$ cat src/rtl/lsu_pkg.sv
// Shared definitions for the data-memory load/store unit: RV32I width codes,
// FSM state encoding and the per-request width/alignment fault check.
package lsu_pkg;

  // RV32I funct3 width codes for loads and stores
  localparam logic [2:0] F3_B  = 3'b000;
  localparam logic [2:0] F3_H  = 3'b001;
  localparam logic [2:0] F3_W  = 3'b010;
  localparam logic [2:0] F3_BU = 3'b100;
  localparam logic [2:0] F3_HU = 3'b101;

  typedef enum logic [2:0] {
    IDLE,
    READ,
    WAIT,
    WRITE,
    RESP
  } lsu_state_e;

  // True when the width code is illegal, illegal for a store, or the byte
  // offset is misaligned for the access size. Range checking lives in the top.
  function automatic logic f3_fault(input logic       we,
                                    input logic [2:0] funct3,
                                    input logic [1:0] off);
    logic fault;
    fault = 1'b0;
    case (funct3)
      F3_B:    fault = 1'b0;
      F3_H:    fault = off[0];
      F3_W:    fault = |off;
      F3_BU:   fault = we;
      F3_HU:   fault = we | off[0];
      default: fault = 1'b1;
    endcase
    return fault;
  endfunction

endpackage

$ cat src/rtl/lsu_align.sv
// Byte/halfword lane handling: extracts and extends load data from a memory
// word, and merges sub-word store data into a word for read-modify-write.
module lsu_align
  import lsu_pkg::*;
(
  input  logic [2:0]  funct3,
  input  logic [1:0]  off,
  input  logic [31:0] rdata,
  input  logic [31:0] wdata,
  output logic [31:0] load_data,
  output logic [31:0] merge_data
);

  logic [7:0]  byte_sel;
  logic [15:0] half_sel;

  // Lane select, sign/zero extension and store-lane merge
  always_comb begin
    // NOTE: every output gets a default first, so no path can infer a latch.
    byte_sel   = rdata[7:0];
    half_sel   = rdata[15:0];
    load_data  = rdata;
    merge_data = rdata;

    case (off)
      2'd0:    byte_sel = rdata[7:0];
      2'd1:    byte_sel = rdata[15:8];
      2'd2:    byte_sel = rdata[23:16];
      default: byte_sel = rdata[31:24];
    endcase
    half_sel = off[1] ? rdata[31:16] : rdata[15:0];

    case (funct3)
      F3_B:    load_data = {{24{byte_sel[7]}}, byte_sel};
      F3_BU:   load_data = {24'h000000, byte_sel};
      F3_H:    load_data = {{16{half_sel[15]}}, half_sel};
      F3_HU:   load_data = {16'h0000, half_sel};
      default: load_data = rdata;
    endcase

    case (funct3)
      F3_B: begin
        case (off)
          2'd0:    merge_data[7:0]   = wdata[7:0];
          2'd1:    merge_data[15:8]  = wdata[7:0];
          2'd2:    merge_data[23:16] = wdata[7:0];
          default: merge_data[31:24] = wdata[7:0];
        endcase
      end
      F3_H: begin
        if (off[1]) merge_data[31:16] = wdata[15:0];
        else        merge_data[15:0]  = wdata[15:0];
      end
      default: merge_data = wdata;
    endcase
  end

endmodule

$ cat src/rtl/dmem_lsu.sv
// Load/store unit between a core and a single-port word memory with a
// one-cycle registered read. Sub-word stores are done as read-modify-write
// because the memory has no byte enables.
module dmem_lsu
  import lsu_pkg::*;
#(
  parameter int DEPTH_WORDS = 1024
) (
  input  logic        clk,
  input  logic        rst_n,
  input  logic        req_valid,
  output logic        req_ready,
  input  logic        req_we,
  input  logic [2:0]  req_funct3,
  input  logic [31:0] req_addr,
  input  logic [31:0] req_wdata,
  output logic        rsp_valid,
  output logic [31:0] rsp_rdata,
  output logic        rsp_err,
  output logic        mem_wr_en,
  output logic [31:0] mem_addr,
  output logic [31:0] mem_wdata,
  input  logic [31:0] mem_rdata
);

  lsu_state_e  state_q, state_d;
  logic        we_q;
  logic [2:0]  funct3_q;
  logic [1:0]  off_q;
  logic        accept;
  logic        req_err;
  logic [31:0] load_data;
  logic [31:0] merge_data;

  assign req_ready = (state_q == IDLE);
  assign accept    = req_valid && req_ready;
  assign rsp_valid = (state_q == RESP);
  assign mem_wr_en = (state_q == WRITE);

  assign req_err = f3_fault(req_we, req_funct3, req_addr[1:0]) ||
                   ({2'b00, req_addr[31:2]} >= 32'(DEPTH_WORDS));

  // mem_wdata doubles as the latched store data; in WAIT it is replaced by
  // the merged word for sub-word stores.
  lsu_align u_align (
    .funct3     (funct3_q),
    .off        (off_q),
    .rdata      (mem_rdata),
    .wdata      (mem_wdata),
    .load_data  (load_data),
    .merge_data (merge_data)
  );

  // Next-state decode
  always_comb begin
    state_d = state_q;
    case (state_q)
      IDLE: begin
        if (accept) begin
          if (req_err)                            state_d = RESP;
          else if (req_we && req_funct3 == F3_W)  state_d = WRITE;
          else                                    state_d = READ;
        end
      end
      READ:    state_d = WAIT;
      WAIT:    state_d = we_q ? WRITE : RESP;
      WRITE:   state_d = RESP;
      RESP:    state_d = IDLE;
      default: state_d = IDLE;
    endcase
  end

  // State register; reset aborts any operation in flight
  always_ff @(posedge clk) begin
    // NOTE: registers use non-blocking assignments so every flop samples
    // pre-edge values regardless of statement order.
    if (!rst_n) state_q <= IDLE;
    else        state_q <= state_d;
  end

  // Request latch, memory address/data and response registers
  always_ff @(posedge clk) begin
    if (!rst_n) begin
      we_q      <= 1'b0;
      funct3_q  <= F3_B;
      off_q     <= 2'b00;
      mem_addr  <= '0;
      mem_wdata <= '0;
      rsp_rdata <= '0;
      rsp_err   <= 1'b0;
    end else begin
      if (accept) begin
        we_q     <= req_we;
        funct3_q <= req_funct3;
        off_q    <= req_addr[1:0];
        mem_addr <= {2'b00, req_addr[31:2]};
        if (req_we && !req_err) mem_wdata <= req_wdata;
        if (req_err) begin
          rsp_err   <= 1'b1;
          rsp_rdata <= '0;
        end
      end
      if (state_q == WAIT) begin
        if (we_q) begin
          mem_wdata <= merge_data;
        end else begin
          rsp_rdata <= load_data;
          rsp_err   <= 1'b0;
        end
      end
      if (state_q == WRITE) begin
        rsp_rdata <= '0;
        rsp_err   <= 1'b0;
      end
    end
  end

endmodule

$ cat config.mk
export PLATFORM = sky130hd
export DESIGN_NAME = dmem_lsu
export DESIGN_NICKNAME = d
export VERILOG_FILES = /design/src/rtl/lsu_pkg.sv /design/src/rtl/lsu_align.sv /design/src/rtl/dmem_lsu.sv
export SDC_FILE = /design/constraint.sdc
export NUM_CORES = 1
export LEC_CHECK = 0
export BUFFER_PORTS_ARGS = -buffer_cell sky130_fd_sc_hd__buf_2
export CAP_MARGIN = 40
export CORE_MARGIN = 5
export CORE_UTILIZATION = 57
export CTS_BUF_LIST = sky130_fd_sc_hd__clkbuf_4
export DETAILED_ROUTE_END_ITERATION = 8
export PLACE_DENSITY = 0.89
export SYNTH_ARGS = -nofsm -noshare
export SYNTH_HDL_FRONTEND = slang
export SYNTH_HIERARCHICAL = 1
export SYNTH_SLANG_ARGS = --single-unit
$ cat constraint.sdc
create_clock -name clk -period 3.9 [get_ports clk]
set_clock_uncertainty 0.2 [all_clocks]
set_input_delay 0.195 -clock clk [delete_from_list [all_inputs] [get_ports clk]]
set_output_delay 0.195 -clock clk [all_outputs]
set_load 0.02 [all_outputs]
==> flow_summary.ini <==
[run_status]
status = completed

[sta]
grt_setup_unrepaired = no
setup_viol = 0
fin_crit_sh_pct = 79.07
period_needed_ns = 3.084
hold_ws_ns = 0.07760
finalSetupTns_ns = 0
slew_headroom_pct = 46.56
max_freq_ghz = 0.3243
hold_viol_final = 0
maxSlewViolCount = 0
tightest_slew_ns = 0.8000

[cts]
ctsResizeCount = 0
cts_sinks = 104
path_clk_slew_ns = 0.18
cts_buffer_depth = 2
h-tree-depth = 3
worstSkewPairLatency_ns = 0.48
numCtsBuffers = 9
cts_root_buf = clkbuf_4
cts_tree = built

[floorplan]
io_pins = 203
die-width_um = 113.7
die_h_um = 113.7
rows = 37
design.core.area_um2 = 10420
dieArea_um2 = 12930
start_util_pct = 58.88

[placement]
dp.cells = 1013
routabilityCongestion = 0.9500
io_buffers = 200
hpwlAfterDp_um = 14690

[setup_path]
r2r-start = state_q[1]
critPathMaxFanout = 37
criticalPathCategory = in2reg
crit_path_top_delay_cell = or4_1
cp_common_cell = buf_4
end_kind = register
ff2ff_setup_slack_ns = 1.15
startpoint = req_addr[20]
worstPathArrival_ns = 3.28
path_cells = dlygate4sd3_1 > buf_2 > nor4_1 > nand3_1 > buf_4 > or4_1 > buf_4 > a211oi_2
cp.required_ns = 4.09
cp_slowest_stage_delay_ns = 0.80
worstSetupStartpointType = primary input

[global_route]
antenna_found_initial = 0
grt_use_met1_pct = 46.11
grt.total_usage_pct = 37.18
grt_pass1_wl_um = 38720
top_usage_layer = met2
use_met2_pct = 60.66
first_global_vias = 7300
grt_max_degree = 69
gr-total-overflow = 0
use_met3_pct = 8.329

[logic_synthesis]
synth_seq_cells = 104
ys.flop_type = dfxtp_1
synth-edff-count = 0
postSynthAreaPerCell_um2 = 8.244
synth.cell_area_um2 = 6133
synth_top_area_share_pct = 33.95
netlist_instances = 744
yosys.area.top_type = dfxtp_1
ys_types = 62
synth_warnings = 6
async_flop_share_pct = 0
ys_seq_area_share_pct = 33.95
synthTopCellsByArea = dfxtp_1 34%, nand2_1 6.8%, a32o_1 5.2%

[worst_hold_path]
hp-class = in2reg
min_from = rst_n

[final_layout]
seqCellArea_um2 = 2082
final_cells = 1127
layout.nets = 1089
fill_cells = 644
syn2layout_area_growth_pct = 34.19
multi_input_area_um2 = 3707
insertedDiodeCount = 0
layout-drive-gt1-share_pct = 28.56
utilization_pct = 79.02

[detailed_routing]
drtAntennaViolNets = 0
drtIter0Drc = 1289
viasPerCell = 6.852
wl_um = 25190
wire_per_inst_um = 22.35
dr.pass1.iters = 7
num_vias = 7722
drc_errors = 0

[power]
p_leak_nw = 3.418
p_total_mw = 2.270
ir_worst_vdd_mv = 0.2689
p_per_area_nw_per_um2 = 275.8

[job]
maxCapViolCount = 0
## kinds of logic after synthesis
logic type | share of synthesized area (%)
simple gates | 23.89
compound gates | 30.44
flops | 33.95
buf+inv | 6.365
mux | 5.304
other cells | 0.06114
## critical path, delay by kind of cell
| family | cells | cell delay [ns] |
|---|---|---|
| simple gates | 3 | 1.43 |
| buf+inv | 4 | 1.38 |
| compound gates | 1 | 0.23 |
## report_power, final
group          leakage [nW]  switching (mW)  total [mW]  internal (mW)
clock                0.0716           0.424       0.570          0.146
sequential            0.844          0.0262        1.11           1.09
combinational          2.50           0.329       0.587          0.258
## cell usage after synthesis (7+ instances only)
cell and instances:
or2_1 8, a21oi_1 55, a22o_1 8, nand2_1 111
a32o_1 32, clkbuf_1 61, nor2_1 58, dfxtp_1 104
nor4_1 20, o21ai_0 27, o21bai_1 9, mux2_2 7
a21oi_2 7, buf_2 8, o41ai_1 18, a31oi_1 9
nand3_1 21, o21a_1 22, a221o_1 8, a211oi_2 12
o311a_1 8, mux4_2 7, nand4b_1 32
## final timing paths
check                                     end  cells past startpoint
worst max-delay path            mem_wdata[26]                      8
worst min-delay path             mem_wdata[2]                      3
worst max register to register       off_q[0]                      5
worst min register to register    mem_addr[0]                      2
## flip-flops by register name, summed over array words and instances (netlist names)
signal	count
funct3_q	3
mem_addr	30
mem_wdata	32
off_q	2
rsp_err	1
rsp_rdata	32
state_q	3
we_q	1
## per-stage QoR
stage	worst slack [ns]	cell area, um^2
after CTS	1.103	8223
after detailed placement	1.168	7118
after floorplan	1.784	6137
final	0.8161	8230
after global placement	1.102	7088
after global routing	0.8505	8230
## metal layers
metal	routed length [um]	share of wire [%]
met4	1510	6.0
met1	8797	35
met3	3363	13
met5	0	0
met2	11520	46
## layout make-up
class / instances / area share [%]
clock buffer: 9 / 0.8209
clock inverter: 7 / 0.8057
inverter: 4 / 0.1824
multi-input combinational: 552 / 45.04
sequential: 104 / 25.30
tap: 136 / 2.067
timing repair buffer: 315 / 25.78
## placed cells by master, fill, tap and decap left out, drive strengths merged, types with 10 or more instances in the layout
cell	netlist	routed
buf	23	218
nand2	111	111
dfxtp	104	104
dlygate4sd3	0	97
a21oi	62	62
nor2	58	58
a32o	32	32
nand4b	32	32
o21ai	29	29
o21a	22	22
nand3	22	22
nor4	20	20
o41ai	19	19
a211oi	17	17
or2	10	10
## what timing repair did
action                                 CTS  global route
hold buffers                            97             0
setup buffers                            0             0
endpoints found under the hold margin   99             0
Power figures use the tool's default switching activity.
